### src/rtl/fetch_pkg.sv
// Shared definitions for the instruction fetch path: memory access widths,
// the NOP filler, default memory window and the FIFO entry layout.
package fetch_pkg;

  localparam logic [1:0]  WIDTH_BYTE = 2'b00;
  localparam logic [1:0]  WIDTH_HALF = 2'b01;
  localparam logic [1:0]  WIDTH_WORD = 2'b10;

  localparam logic [31:0] NOP_INST     = 32'h0000_0013;
  localparam logic [31:0] START_PC_DEF = 32'h0100_0000;
  localparam int unsigned MEM_SIZE_DEF = 1048576;

  typedef struct packed {
    logic [31:0] pc;
    logic [31:0] inst;
    logic        fault;
  } fetch_entry_t;

  // 33-bit window arithmetic so base+size never wraps
  function automatic logic pc_fault(input logic [31:0] pc,
                                    input logic [31:0] base,
                                    input logic [32:0] size);
    logic [32:0] last;
    last = {1'b0, base} + size - 33'd4;
    return (pc[1:0] != 2'b00) | (pc < base) | ({1'b0, pc} > last);
  endfunction

endpackage

### src/rtl/fetch_fifo.sv
// Synchronous FIFO for fetched {pc, inst, fault} entries; no bypass, so an
// entry becomes visible the cycle after it is pushed.
module fetch_fifo #(
  parameter int unsigned DEPTH = 2,
  parameter int unsigned WIDTH = 65,
  localparam int unsigned AW = $clog2(DEPTH),
  localparam int unsigned CW = AW + 1
) (
  input  logic             clk,
  input  logic             reset,
  input  logic             i_push,
  input  logic             i_pop,
  input  logic             i_flush,
  input  logic [WIDTH-1:0] i_wdata,
  output logic [WIDTH-1:0] o_rdata,
  output logic             o_full,
  output logic             o_empty,
  output logic [CW-1:0]    o_count
);

  logic [WIDTH-1:0] r_mem [DEPTH];
  logic [AW-1:0]    r_wr_ptr;
  logic [AW-1:0]    r_rd_ptr;
  logic [CW-1:0]    r_count;

  always_ff @(posedge clk) begin
    if (reset || i_flush) begin
      r_wr_ptr <= '0;
      r_rd_ptr <= '0;
      r_count  <= '0;
    end else begin
      if (i_push) r_wr_ptr <= r_wr_ptr + AW'(1);
      if (i_pop)  r_rd_ptr <= r_rd_ptr + AW'(1);
      r_count <= r_count + CW'(i_push) - CW'(i_pop);
    end
  end

  // Storage is not reset; occupancy alone decides what is meaningful.
  always_ff @(posedge clk) begin
    if (i_push) r_mem[r_wr_ptr] <= i_wdata;
  end

  assign o_rdata = r_mem[r_rd_ptr];
  assign o_full  = (r_count == CW'(DEPTH));
  assign o_empty = (r_count == '0);
  assign o_count = r_count;

endmodule

### src/rtl/fetch_unit.sv
// Instruction fetch stage: owns the fetch PC, reads one word per cycle from
// instruction memory, tags faults and queues entries for decode.
module fetch_unit
  import fetch_pkg::*;
#(
  parameter logic [31:0] START_PC = START_PC_DEF,
  parameter int unsigned MEM_SIZE = MEM_SIZE_DEF,
  parameter int unsigned DEPTH    = 2
) (
  input  logic        clk,
  input  logic        reset,
  output logic [31:0] imem_address,
  output logic [31:0] imem_data_in,
  output logic        imem_w_enable,
  output logic [1:0]  imem_width,
  input  logic [31:0] imem_data_out,
  input  logic        redirect_valid,
  input  logic [31:0] redirect_pc,
  output logic        out_valid,
  input  logic        out_ready,
  output logic [31:0] out_inst,
  output logic [31:0] out_pc,
  output logic        out_fault
);

  localparam int unsigned CW = $clog2(DEPTH) + 1;

  logic [31:0]  r_fetch_pc;
  logic         w_fault;
  logic         w_pop;
  logic         w_push;
  logic         w_full;
  logic         w_empty;
  logic [CW-1:0] w_count;
  fetch_entry_t w_wr_entry;
  fetch_entry_t w_rd_entry;

  assign imem_address  = r_fetch_pc;
  assign imem_data_in  = 32'h0;
  assign imem_w_enable = 1'b0;
  assign imem_width    = WIDTH_WORD;

  assign w_fault = pc_fault(r_fetch_pc, START_PC, 33'(MEM_SIZE));

  // Faulting fetches carry NOP so undefined memory data never reaches decode.
  assign w_wr_entry.pc    = r_fetch_pc;
  assign w_wr_entry.inst  = w_fault ? NOP_INST : imem_data_out;
  assign w_wr_entry.fault = w_fault;

  assign out_valid = (w_count != '0);
  assign w_pop     = out_valid & out_ready;
  assign w_push    = ~redirect_valid & (~w_full | w_pop);

  // Fetch PC stage
  always_ff @(posedge clk) begin
    if (reset)               r_fetch_pc <= START_PC;
    else if (redirect_valid) r_fetch_pc <= redirect_pc;
    else if (w_push)         r_fetch_pc <= r_fetch_pc + 32'd4;
  end

  // Queue stage
  fetch_fifo #(
    .DEPTH (DEPTH),
    .WIDTH ($bits(fetch_entry_t))
  ) u_fifo (
    .clk     (clk),
    .reset   (reset),
    .i_push  (w_push),
    .i_pop   (w_pop),
    .i_flush (redirect_valid),
    .i_wdata (w_wr_entry),
    .o_rdata (w_rd_entry),
    .o_full  (w_full),
    .o_empty (w_empty),
    .o_count (w_count)
  );

  assign out_pc    = w_empty ? 32'h0 : w_rd_entry.pc;
  assign out_inst  = w_empty ? 32'h0 : w_rd_entry.inst;
  assign out_fault = ~w_empty & w_rd_entry.fault;

endmodule

### config.mk
export PLATFORM = sky130hd
export DESIGN_NAME = fetch_unit
export DESIGN_NICKNAME = d
export VERILOG_FILES = /design/src/rtl/fetch_pkg.sv /design/src/rtl/fetch_fifo.sv /design/src/rtl/fetch_unit.sv
export SDC_FILE = /design/constraint.sdc
export NUM_CORES = 1
export LEC_CHECK = 0
export CAP_MARGIN = 20
export CORE_UTILIZATION = 30
export CTS_BUF_LIST = sky130_fd_sc_hd__clkbuf_16
export CTS_CLUSTER_DIAMETER = 100
export DETAILED_ROUTE_END_ITERATION = 10
export DONT_BUFFER_PORTS = 1
export PLACE_DENSITY = 0.42
export SYNTH_ARGS = -nofsm -noshare
export SYNTH_HDL_FRONTEND = slang
export SYNTH_SLANG_ARGS = --single-unit
### constraint.sdc
create_clock -name clk -period 6.15 [get_ports clk]
set_input_delay 1.23 -clock clk [delete_from_list [all_inputs] [get_ports clk]]
set_output_delay 1.23 -clock clk [all_outputs]
set_load 0.01 [all_outputs]
==> impl_results.md <==
- Result of the run: complete, no violations
- Proportion of power drawn by flip-flops and latches: 51.4%
- CTS-repair resized insts: 0
- Total detailed-routing wirelength: 18500 um
- Adder and majority gate portion of the synthesized area: 0.489%
- Iteration-0 DRC Markers: 272
- Cell count along the critical path: 3
- Share of final-layout standard cells stronger than drive strength 1: roughly 8.6%
- Post-synthesis simple-gate area fraction: 14.2%
- Post-synthesis area per instance: 12.1 sq um
- Post-Route Utilization: between 30% and 40%
- Root cell of the clock tree: sky130_fd_sc_hd__clkbuf_16
- Filler cells: around 2500
- Worst path max stage delay: 0.71 ns
- Fraction of the yosys area taken by sequential cells: 60.5%
- Mux contribution to synthesized area: 8.74%
- Post-CTS setup buffer count: 0
- Crit path arrival time: 2.28 ns
- Critical-path cell list: buf_4 > mux2i_1 > nor2_1
- P_sw: 0.000628 W
- Buffers plus inverters on the worst setup path: 1
- Number of endpoints failing setup at the final stage: 0
- Worst reg2reg path endpoint: u_fifo.o_count[1]
- Number of sinks handled by clock tree synthesis: 167
- Synthesis warning total: 0
- DP Worst Slack: between 2 and 3 ns
- Largest buffer count on any clock path: 2
- Antenna diode count: 0
- Fmax: roughly 280 MHz
- Slew at the pin with the worst max-slew slack: 1.03 ns
- Routed wirelength normalized by instance count: 19.8 um
- Remaining global-route overflow: 0
- Power share of the combinational group: 6.4%
- Standard-cell rows: 58
- Unique masters post-synth: 51
- Number of antenna violations at the first check in global routing: 1
- Via-per-instance ratio: slightly below 5
- Port buffer count: 0
- Initial DRT Pass Iterations: 6
- Number of top-level pins: 201
- Worst r2r src: u_fifo.o_count[1]
- Clock network power share: 42.2%
- WS Path Type: register to output pin
- Classification of the worst-slack hold path: register to register
- Reg2reg path depth: 10
- Worst-path fanout max: 46
- Slew margin rel.: 31.1%
- Final Max Slew Viols: 0
- Initial Utilization: 30.6%
- Min cycle time layout: ~3.5 ns
- CP top delay family: buffers and inverters
- Vertical extent of the die: 162 um
- Post-synthesis instance area: between 7000 and 8000 sq um
- Number of global-route vias before repair: between 4000 and 5000
- Post-CTS clock slew at the launch and capture registers of the worst setup and hold paths: 0.07 ns
- Max cap viols: 0
- CTS tree: built
- Sequential cell area: 4650 sq um
- Compound-gate portion of the synthesized area: 5.28%
- Leakage power of the design: 2.69 nW
- Power density over the cells: roughly 320 nW/um^2
- Core box area: 25100 sq um
- Detailed Place HPWL: 12400 um
- Area of the multi-input gates: 2480 sq um
- Final worst setup slack: 2.64 ns
- Remaining design rule violation count: 0
- Most used flip-flop cell after synthesis: sky130_fd_sc_hd__edfxtp_1
- Depth of the CTS H-tree: 4
- Width of the die: 162 um
- Area of the die: 26200 sq um
- Synthesized-area fraction occupied by xor and xnor cells: 1.60%
- DRT antenna net count: 0
- Required time reported for the critical path endpoint: 4.92 ns
- Skew-Pair Late Insertion Delay: 0.42 ns
- Synthesis-stage register bit count: 167
- Largest net degree at the start of global routing: 66
- Type of origin of the critical path: register
- Register-to-register path setup slack: 3.35 ns
- Kind of end point of the critical path: output pin
- Critical hold path startpoint: u_fifo.r_rd_ptr
- Fraction of registers with async set or reset after synthesis: 0%
- End point of the most critical hold path: u_fifo.r_rd_ptr
- Setup Total Neg Slack: 0 ns
- Slowest library cell on the worst path: sky130_fd_sc_hd__buf_4
- Number of enable flip-flop cells after synthesis: 130
- Hold-fix buffers, CTS: 0
- Layout Area Growth over Synthesis: 7.35%
- Cells after synthesis: 632
- Routability Congestion: 0.755
- Fin Clk Skew: 0.00928 ns
- Maximum VDD drop: around 0.14 mV
- Final layout net count: about 660
- Global routing usage summed across all routing layers: 14.1%
- Sw Ratio: 24.2%
- Internal portion of total power: approximately 0.0020 W
- Vias: roughly 4600
- Unrepaired setup endpoints after global routing: no
- Hold violation total from the final report: 0
- Tcrit/Tclk final: roughly 57%
- Cells on Worst Hold Path: 2
- TritonCTS buffer count: 17
- Main combinational cell family by area after synthesis: simple AND/OR/NAND/NOR gates
- First-pass GRT wire length: 27800 um
routing by layer:
| layer | share of wire, % | wire length [um] | GRT usage, % |
|---|---|---|---|
| met5 | 0.070 | 13 | 0 |
| met4 | 0.97 | 180 | 3.56 |
| met3 | 7.8 | 1450 | 4.67 |
| met2 | 46 | 8500 | 22.1 |
| met1 | 45 | 8360 | 18.8 |
cell type report:
type                    instances  share of cell area [%]
well taps                     330                    5.01
inverters                      13                   0.592
flip-flops and latches        167                    56.4
clock inverters                15                    2.14
repair buffers                  6                   0.547
multi-input cells             386                    30.1
clock buffers                  17                    5.16
cells by family after synthesis:
family,count (synthesis)
AO/OA/AOI/OAI,56
multiplexers,67
buffers and inverters,112
flip-flops,167
other,2
AND/OR/NAND/NOR,211
XOR/XNOR,14
adder cells (fa/ha/maj),3
metrics by stage:
stage | instance area, sq um | hold WS [ns] | cells | total power [W]
final | 8240 | 0.556 | 934 | 0.00260
after global routing | 8240 | 0.587 | 934 | 0.00270
after CTS | 8240 | 0.556 | 934 | 0.00263
after detailed placement | 7640 | 0.538 | 902 | 0.00153
after global placement | 7640 | 0.535 | 902 | 0.00153
after floorplan | 7800 | 0.471 | 665 | 0.00151
cell usage in the layout, fill, tap and decap left out, types with 3 or more instances in the layout:
master / n
sky130_fd_sc_hd__mux2i_1: 67
sky130_fd_sc_hd__dfxtp_1: 36
sky130_fd_sc_hd__clkinv_4: 4
sky130_fd_sc_hd__nor3_1: 11
sky130_fd_sc_hd__bufinv_16: 3
sky130_fd_sc_hd__clkinv_1: 3
sky130_fd_sc_hd__conb_1: 35
sky130_fd_sc_hd__o31ai_1: 6
sky130_fd_sc_hd__a221oi_1: 3
sky130_fd_sc_hd__or3_1: 4
sky130_fd_sc_hd__and4_1: 4
sky130_fd_sc_hd__a311oi_1: 8
sky130_fd_sc_hd__nand4_1: 12
sky130_fd_sc_hd__nand2_1: 11
sky130_fd_sc_hd__o21ai_0: 11
sky130_fd_sc_hd__nor2_1: 89
sky130_fd_sc_hd__a21oi_1: 4
sky130_fd_sc_hd__xnor2_1: 7
sky130_fd_sc_hd__nand3_1: 10
sky130_fd_sc_hd__or4_1: 8
sky130_fd_sc_hd__nand2b_1: 3
sky130_fd_sc_hd__clkbuf_16: 17
sky130_fd_sc_hd__inv_6: 3
sky130_fd_sc_hd__xor2_1: 7
sky130_fd_sc_hd__edfxtp_1: 130
sky130_fd_sc_hd__a211oi_1: 13
sky130_fd_sc_hd__nor4_1: 11
sky130_fd_sc_hd__ha_1: 3
sky130_fd_sc_hd__inv_1: 12
sky130_fd_sc_hd__and2_1: 30
sky130_fd_sc_hd__buf_4: 6
state kept, by name, summed over array words and instances, names as in the netlist, named ones only:
signal           count
u_fifo.o_count       2
u_fifo.r_mem       130
u_fifo.r_wr_ptr      1
u_fifo.r_rd_ptr      1
imem_address        32
power by group through the flow:
stage / clock network (W) / logic [W] / registers (W)
2_1_floorplan: 0 / 0.000179 / 0.00133
3_3_place_gp: 0 / 0.000166 / 0.00136
3_5_place_dp: 0 / 0.000170 / 0.00136
4_1_cts: 0.00113 / 0.000171 / 0.00134
5_1_grt: 0.00117 / 0.000187 / 0.00134
6_report: 0.00109 / 0.000166 / 0.00133
worst min-delay path, delay by kind of cell, from the launching register on:
kind	cells	cell delay (ns)
flops	1	0.33
xor+xnor	1	0.14
simple gates	1	0.05
how the worst max path moves through the flow:
stage / start / endpoint / slack (ns)
6_report: register / out_pc[22] / 2.64
3_3_place_gp: out_ready / u_fifo.r_mem[0][50] / 2.69
4_1_cts: register / out_pc[24] / 2.57
3_5_place_dp: out_ready / u_fifo.r_mem[0][51] / 2.64
2_1_floorplan: redirect_valid / u_fifo.r_mem[0][0] / 0.73
5_1_grt: register / out_pc[24] / 2.47
cells in the mapped netlist, types with 2 or more instances:
cell	instances	area share (%)
sky130_fd_sc_hd__edfxtp_1	130	51
sky130_fd_sc_hd__nor2_1	91	4.4
sky130_fd_sc_hd__buf_4	67	6.6
sky130_fd_sc_hd__mux2i_1	67	8.7
sky130_fd_sc_hd__dfxtp_1	37	9.6
sky130_fd_sc_hd__and2_1	30	2.4
sky130_fd_sc_hd__clkbuf_1	20	0.98
sky130_fd_sc_hd__a211oi_1	13	1.3
sky130_fd_sc_hd__inv_1	12	0.59
sky130_fd_sc_hd__nand4_1	12	0.98
sky130_fd_sc_hd__nor4_1	12	0.98
sky130_fd_sc_hd__nand2_1	11	0.54
sky130_fd_sc_hd__nor3_1	11	0.72
sky130_fd_sc_hd__o21ai_0	11	0.72
sky130_fd_sc_hd__nand3_1	10	0.65
sky130_fd_sc_hd__a311oi_1	8	0.91
sky130_fd_sc_hd__buf_1	8	0.39
sky130_fd_sc_hd__or4_1	8	0.78
sky130_fd_sc_hd__xnor2_1	7	0.80
sky130_fd_sc_hd__xor2_1	7	0.80
sky130_fd_sc_hd__o31ai_1	6	0.59
sky130_fd_sc_hd__a21oi_1	4	0.26
sky130_fd_sc_hd__and4_1	4	0.46
sky130_fd_sc_hd__or3_1	4	0.33
sky130_fd_sc_hd__a221oi_1	3	0.34
sky130_fd_sc_hd__and3_1	3	0.24
sky130_fd_sc_hd__ha_1	3	0.49
sky130_fd_sc_hd__nand2b_1	3	0.24
sky130_fd_sc_hd__a31oi_1	2	0.16
sky130_fd_sc_hd__and4_2	2	0.26
sky130_fd_sc_hd__clkbuf_8	2	0.36
sky130_fd_sc_hd__conb_1	2	0.098
sky130_fd_sc_hd__nand4_2	2	0.33
sky130_fd_sc_hd__o211ai_1	2	0.20
sky130_fd_sc_hd__or2_2	2	0.16
(Power assumes the default switching activity.)
